**config.mk**
```make
export PLATFORM = sky130hd
export DESIGN_NAME = quad_7_seg_capture
export DESIGN_NICKNAME = d
export VERILOG_FILES = /design/src/rtl/quad_7_seg_capture.sv
export SDC_FILE = /design/constraint.sdc
export NUM_CORES = 1
export LEC_CHECK = 0
export CAP_MARGIN = 20
export CORE_UTILIZATION = 45
export CTS_CLUSTER_SIZE = 28
export DETAILED_ROUTE_END_ITERATION = 8
export PLACE_DENSITY = 0.72
export SETUP_SLACK_MARGIN = 0.15
export SLEW_MARGIN = 30
export SYNTH_ARGS = -nofsm -noshare
export SYNTH_HDL_FRONTEND = slang
export SYNTH_SLANG_ARGS = --single-unit
```
**constraint.sdc**
```tcl
create_clock -name clk -period 1.7 [get_ports clk]
set_input_delay 0.425 -clock clk [delete_from_list [all_inputs] [get_ports clk]]
set_output_delay 0.425 -clock clk [all_outputs]
set_load 0.03 [all_outputs]
```
**src/rtl/quad_7_seg_capture.sv**
```systemverilog
`default_nettype none
// ============================================================================
// Module   : quad_7_seg_capture
// Purpose  : Monitors a scanned 4-digit active-low 7-segment bus, decodes
//            each digit back to a hex nibble and checks the 3-2-1-0 scan order.
// Revision : 1.0 - initial release
// ============================================================================
module quad_7_seg_capture #(
  parameter int STABLE_CYCLES = 1,
  parameter int CNT_W         = 4
) (
  input  logic       clk,
  input  logic       reset,
  input  logic [6:0] seg,
  input  logic [3:0] an,
  input  logic       dp,
  input  logic       clear_err,
  output logic [3:0] num3,
  output logic [3:0] num2,
  output logic [3:0] num1,
  output logic [3:0] num0,
  output logic [3:0] dot_out,
  output logic [3:0] digit_valid,
  output logic       frame_done,
  output logic       scan_error
);

  // Encoding equals the digit index the FSM is waiting for.
  typedef enum logic [1:0] {
    EXP0 = 2'd0,
    EXP1 = 2'd1,
    EXP2 = 2'd2,
    EXP3 = 2'd3
  } state_t;

  localparam logic [CNT_W-1:0]  c_stable_cnt = CNT_W'(STABLE_CYCLES);
  localparam logic [11:0]       c_blank_smp  = {7'h7F, 4'hF, 1'b1};

  logic [11:0]      w_in;
  logic [11:0]      r_sample;
  logic [CNT_W-1:0] r_cnt;
  logic             r_pending;
  logic             w_commit;
  logic [6:0]       w_seg;
  logic [3:0]       w_an;
  logic             w_dp;
  logic             w_is_blank;
  logic             w_dig_ok;
  logic [1:0]       w_dig;
  logic [4:0]       w_glyph;
  state_t           r_state;
  state_t           w_state_nxt;
  logic             w_err;
  logic             w_frame;
  logic [3:0]       r_num [4];

  // Returns {legal, nibble} for an active-low segment pattern.
  function automatic logic [4:0] glyph_lookup(input logic [6:0] s);
    case (s)
      7'h40:   glyph_lookup = 5'h10;
      7'h79:   glyph_lookup = 5'h11;
      7'h24:   glyph_lookup = 5'h12;
      7'h30:   glyph_lookup = 5'h13;
      7'h19:   glyph_lookup = 5'h14;
      7'h12:   glyph_lookup = 5'h15;
      7'h02:   glyph_lookup = 5'h16;
      7'h78:   glyph_lookup = 5'h17;
      7'h00:   glyph_lookup = 5'h18;
      7'h10:   glyph_lookup = 5'h19;
      7'h08:   glyph_lookup = 5'h1A;
      7'h03:   glyph_lookup = 5'h1B;
      7'h46:   glyph_lookup = 5'h1C;
      7'h21:   glyph_lookup = 5'h1D;
      7'h06:   glyph_lookup = 5'h1E;
      7'h0E:   glyph_lookup = 5'h1F;
      default: glyph_lookup = 5'h00;
    endcase
  endfunction

  assign w_in     = {seg, an, dp};
  assign w_seg    = r_sample[11:5];
  assign w_an     = r_sample[4:1];
  assign w_dp     = r_sample[0];
  assign w_glyph  = glyph_lookup(w_seg);
  // A run commits once: pending is armed by a change and consumed by the commit.
  assign w_commit = r_pending && (r_cnt == c_stable_cnt);

  always_ff @(posedge clk) begin
    if (reset) begin
      r_sample  <= c_blank_smp;
      r_cnt     <= '0;
      r_pending <= 1'b0;
    end else begin
      r_sample <= w_in;
      if (w_in != r_sample) begin
        r_cnt     <= CNT_W'(1);
        r_pending <= 1'b1;
      end else begin
        if (r_cnt < c_stable_cnt) begin
          r_cnt <= r_cnt + CNT_W'(1);
        end
        if (w_commit) begin
          r_pending <= 1'b0;
        end
      end
    end
  end

  always_comb begin
    w_is_blank = (w_an == 4'hF);
    w_dig_ok   = 1'b1;
    w_dig      = 2'd0;
    case (w_an)
      4'b0111: w_dig = 2'd3;
      4'b1011: w_dig = 2'd2;
      4'b1101: w_dig = 2'd1;
      4'b1110: w_dig = 2'd0;
      default: w_dig_ok = 1'b0;
    endcase
  end

  always_ff @(posedge clk) begin
    if (reset) begin
      r_state <= EXP3;
    end else begin
      r_state <= w_state_nxt;
    end
  end

  always_comb begin
    w_state_nxt = r_state;
    w_err       = 1'b0;
    w_frame     = 1'b0;
    if (w_commit) begin
      if (w_dig_ok) begin
        if (w_dig == 2'(r_state)) begin
          if (r_state == EXP0) begin
            w_frame     = 1'b1;
            w_state_nxt = EXP3;
          end else begin
            w_state_nxt = state_t'(2'(r_state) - 2'd1);
          end
        end else begin
          w_err       = 1'b1;
          w_state_nxt = (w_dig == 2'd3) ? EXP2 : EXP3;
        end
      end else if (!w_is_blank) begin
        w_err       = 1'b1;
        w_state_nxt = EXP3;
      end
    end
  end

  always_ff @(posedge clk) begin
    if (reset) begin
      for (int i = 0; i < 4; i++) begin
        r_num[i] <= 4'h0;
      end
      dot_out     <= 4'h0;
      digit_valid <= 4'h0;
      frame_done  <= 1'b0;
      scan_error  <= 1'b0;
    end else begin
      frame_done <= w_frame;
      scan_error <= w_err | (scan_error & ~clear_err);
      if (w_commit && w_dig_ok) begin
        r_num[w_dig]       <= w_glyph[3:0];
        dot_out[w_dig]     <= ~w_dp;
        digit_valid[w_dig] <= w_glyph[4];
      end
    end
  end

  assign num3 = r_num[3];
  assign num2 = r_num[2];
  assign num1 = r_num[1];
  assign num0 = r_num[0];

endmodule
`default_nettype wire

```
Word-level counts from Yosys, hierarchy flattened. Memory sizes are Yosys's and may differ from the RTL's. Index checks and enable logic that the tools add are counted.

Bits in latches: 0. Output and inout port bits: 26. Bits in writable memories: 16. Memories: 1. Flip-flop bits (word level): 29. Word-level logic and storage cells: 88. Bits in read-only memories: 0. Input port bits: 15.

Bitwise operators: 7. Equality and inequality tests: 25. $mul: 0. Divide/modulo/power cells: 0. Reductions and logical operators: 12. Multiplexer cells: 29. Shift operators: 0. $add $sub $neg: 2. Order comparisons: 3.

Memories: r_num (depth 4, bits a word 4, rd ports 4, clocked after memory_dff 0, wr ports 4, line 55) `logic [3:0] r_num [4];`.

Operator list (count): $pmux W5 S16 (1); $eq A7 B7 Y1 const B (4); $eq A7 B5 Y1 const B (3); $eq A7 B6 Y1 const B (3); $mux W1 (18); $eq A4 B4 Y1 const B (4); $eq A7 B2 Y1 const B (2); $eq A7 B4 Y1 const B (2); $ne A12 B12 Y1 (1); $reduce_or A4 Y1 (3); $mux W2 (5); $bwmux W4 (2); $eq A7 B3 Y1 const B (1); $logic_not A7 Y1 (1); $pmux W2 S3 (1); $not A1 Y1 (5); $add A4 B1 Y4 const B (1); $eq A4 B1 Y1 const B (1); $eq A4 B3 Y1 const B (1); $lt A4 B1 Y1 const B (1); $mux W4 (1); $reduce_bool A2 Y1 (2); $logic_and A1 B1 Y1 (3); $lt A2 B3 Y1 const B (1); 11 further kinds (11).

Depth between registers and ports, before layout.
Word-level depth: 9. Gate-level depth with buffers: 7.

Worst setup path after synthesis. Ideal clock, no wire load.

Path kind: flip-flop to flip-flop. Start: reg r_cnt[1]. End: mem r_num[2][0], enable pin. Path slack: 0.015 ns. Arrival time: 1.312 ns. Stages on the path, launching flop included: 6. Setup time: 0.373 ns. Cell sequence: dfxtp_1 > inv_1 > ha_1 > nand4bb_4 > clkbuf_1 > o21ai_0.

RTL lines: from (decl) (line 41) `logic [CNT_W-1:0] r_cnt;`; from (signal assigned) (line 100) `r_cnt <= r_cnt + CNT_W'(1);`; to (decl) (line 55).

==> impl_metrics.py <==
metrics = {
    "outcome": {
        "outcome": "finished clean",
    },
    "setup_path": {
        "path_cells": "inv_2 > ha_4 > nand4bb_4 > or4b_4 > nand2_4",
        "cp_slowest_cell": "or4b_4",
        "path_class": "reg -> reg",
        "startpoint_type": "flop",
        "critPathMaxStageDelay_ns": 0.58,
        "crit_arrival_ns": 1.66,
        "worstSetupEndpointType": "flop",
        "crit_required_ns": 1.72,
        "worst-path-max-fanout": 4,
    },
    "global_route": {
        "grt_max_degree": 19,
        "grt_pass1_vias": 1857,
        "antenna_found_initial": 0,
        "grt_pass1_wl_mm": 8.38,
        "gr-total-overflow": 0,
        "use_met1_pct": 25.0,
        "gr-usage-met2_pct": 34.3,
        "grt_use_total_pct": 20.0,
        "grt-busiest-layer": "met2",
        "use_met3_pct": 4.20,
    },
    "synthesis": {
        "synth-simple-area-share_pct": 27.3,
        "ys_ff_latch": 45,
        "ys.flop_type": "dfxtp_1",
        "synth_cell_types": 58,
        "yosysWarnings": 0,
        "synth-xor-area-share_pct": 6.24,
        "syn_area_sq_um": 2370,
        "synth_top_family_by_area": "simple AND/OR/NAND/NOR gates",
        "yosys.area_share.adder_pct": 2.12,
        "synth_cells": 244,
        "async_flop_share_pct": 0,
        "synth-seq-area-share_pct": 44.8,
        "synth_edf_count": 16,
        "syn-num-nets": 263,
        "avgSynthCellArea_sq_um": 9.70,
        "synth.mux.area_fraction_pct": 0.846,
        "synth_compound_area_share_pct": 13.3,
    },
    "drt": {
        "via_count": 2078,
        "post-route-drc-count": 0,
        "ant_nets": 0,
        "routedWlPerCell_um": 14.3,
        "routed_wl_mm": 5.65,
        "first_iter_violations": 112,
        "via_per_inst": 5.27,
        "drtPass1Iterations": 5,
    },
    "power": {
        "peakVddDrop_uv": 508,
        "power_mw": 2.40,
        "p_leak_nw": 1.50,
        "power_density_nw_per_um2": 689,
    },
    "die": {
        "coreArea_sq_um": 5070,
        "die_w_um": 74.5,
        "die_area_sq_um": 5550,
        "fp-row-count": 26,
        "die-height_um": 74.5,
        "pin_count": 41,
        "initial_core_util_pct": 46.6,
    },
    "timing": {
        "hold_violations": 0,
        "rsz0062_at_grt": "yes",
        "slew_headroom_pct": 73.9,
        "skew_ns": 0.00652,
        "worst_pin_slew_ns": 0.388,
        "max_freq_mhz": 608,
        "setup_viol": 0,
        "setup_ws_ns": 0.0557,
        "finalMaxSlewViolations": 0,
        "post-route-period-util_pct": 96.7,
        "period_needed_ns": 1.64,
    },
    "flow_run": {
        "cap_viol_max_count": 0,
    },
    "layout": {
        "finalNetCount": 342,
        "syn2layout_area_growth_pct": 47.2,
        "final_layout_size_suffix_gt1_share_pct": 40.1,
        "final_cell_mix": "buf_4, nor2_1, dlygate4sd2_1",
        "layout_commonest_cell": "buf_4",
        "diodes": 0,
        "num-fill-cells": 392,
    },
    "clock_network": {
        "cts_root_buf": "clkbuf_8",
        "clkLatencyLatePin_ns": 0.30,
        "cts_max_path_buffers": 2,
        "cts_sinks": 45,
        "cts_htree_levels": 2,
        "cts_buffers": 5,
        "cts_tree": "yes",
        "path_clk_slew_ns": 0.08,
        "hold_buffers": 0,
    },
    "placement": {
        "hpwl_mm": 3.76,
        "portBuffers": 40,
        "pre_cts_ws_ns": -0.264,
        "place_congestion": 0.806,
    },
    "hold_path": {
        "hold_path_class": "in -> reg",
    },
}
-- cells by family (layout without fill, tap and decap cells) --
group,Yosys count,count (layout)
and+or+nand+nor,112,112
buffers and inverters,25,105
adders and majority gates,4,4
muxes,2,2
DFF,45,45
xor gates and xnor gates,16,16
AOI/OAI and AO/OA,40,40
-- critical path, delay by kind of cell (launching register included) --
kind	cells	cell delay, ns
adder cells (fa/ha/maj)	1	0.14
buffers and inverters	1	0.07
flip-flops	1	0.33
AND/OR/NAND/NOR	3	0.83
-- power breakdown --
| part | leakage (nW) | switching (mW) | internal (mW) | total [mW] |
|---|---|---|---|---|
| combinational | 1.03 | 0.206 | 0.194 | 0.400 |
| clock | 0.0543 | 0.371 | 0.440 | 0.811 |
| sequential | 0.410 | 0.0484 | 1.14 | 1.19 |
-- registers in the layout (all words and copies together) (netlist names) --
signal,flops
digit_valid,4
dot_out,4
r_state,2
r_sample,12
r_cnt,4
r_num,16
r_pending,1
frame_done,1
scan_error,1
-- per-layer routing --
| metal | vias to the layer above | part of all wire, % |
|---|---|---|
| li1 | 1023 | - |
| met1 | 987 | 42 |
| met2 | 61 | 53 |
| met3 | 7 | 4.5 |
| met4 | 0 | 1.0 |
| met5 | - | 0 |
-- path summary, 6_finish.rpt --
check	slack (ns)	to	depth (start not counted)	startpoint
setup / recovery	0.06	r_num[0][2]$_SDFFCE_PN0P_	5	r_cnt[1]$_SDFFE_PP0P_
hold / removal	0.38	r_sample[7]$_SDFF_PP1_	2	seg[2]
setup reg to reg	0.06	r_num[0][2]$_SDFFCE_PN0P_	5	r_cnt[1]$_SDFFE_PP0P_
hold reg to reg	0.48	digit_valid[2]$_SDFFE_PP0P_	2	digit_valid[2]$_SDFFE_PP0P_
-- cell usage after synthesis, types with 5 or more instances --
library cell	n	share of area [%]
a21oi_1	10	2.1
xor2_1	12	4.4
nand3_1	6	1.3
or2_2	13	3.4
edfxtp_1	16	20
nor3_1	10	2.1
o21ai_0	5	1.1
dfxtp_1	29	25
inv_1	9	1.4
nand2_1	8	1.3
buf_2	5	1.1
nor2_1	38	6.0
-- final cells by class --
class / instances / area [sq um] / share of cell area, %
clock buffer: 5 / 68.8 / 1.98
inverter: 10 / 42.5 / 1.22
sequential: 45 / 1100 / 31.6
clock inverter: 3 / 46.3 / 1.33
timing repair buffer: 87 / 753 / 21.6
tap: 70 / 87.6 / 2.51
multi-input combinational: 174 / 1380 / 39.7
-- stage by stage --
stage / cells / hold slack (ns) / utilization (%) / setup TNS [ns] / instance area [sq um]
after floorplan: 244 / 0.478 / - / 0 / 2400
after global placement: 368 / 0.467 / 59.4 / -2.28 / 3020
after detailed placement: 368 / 0.473 / 59.4 / -2.93 / 3020
after CTS: 382 / 0.483 / 63.3 / 0 / 3210
after global routing: 394 / 0.390 / 68.6 / 0 / 3480
final: 394 / 0.380 / 68.6 / 0 / 3480
-- what timing repair did --
action / in CTS / in global routing
endpoints found under the setup margin: 66 / 43
gates resized for setup: 52 / 50
pin swaps: 7 / 14
setup buffers: 6 / 13
Note: power is estimated with default switching activity, not from simulation.
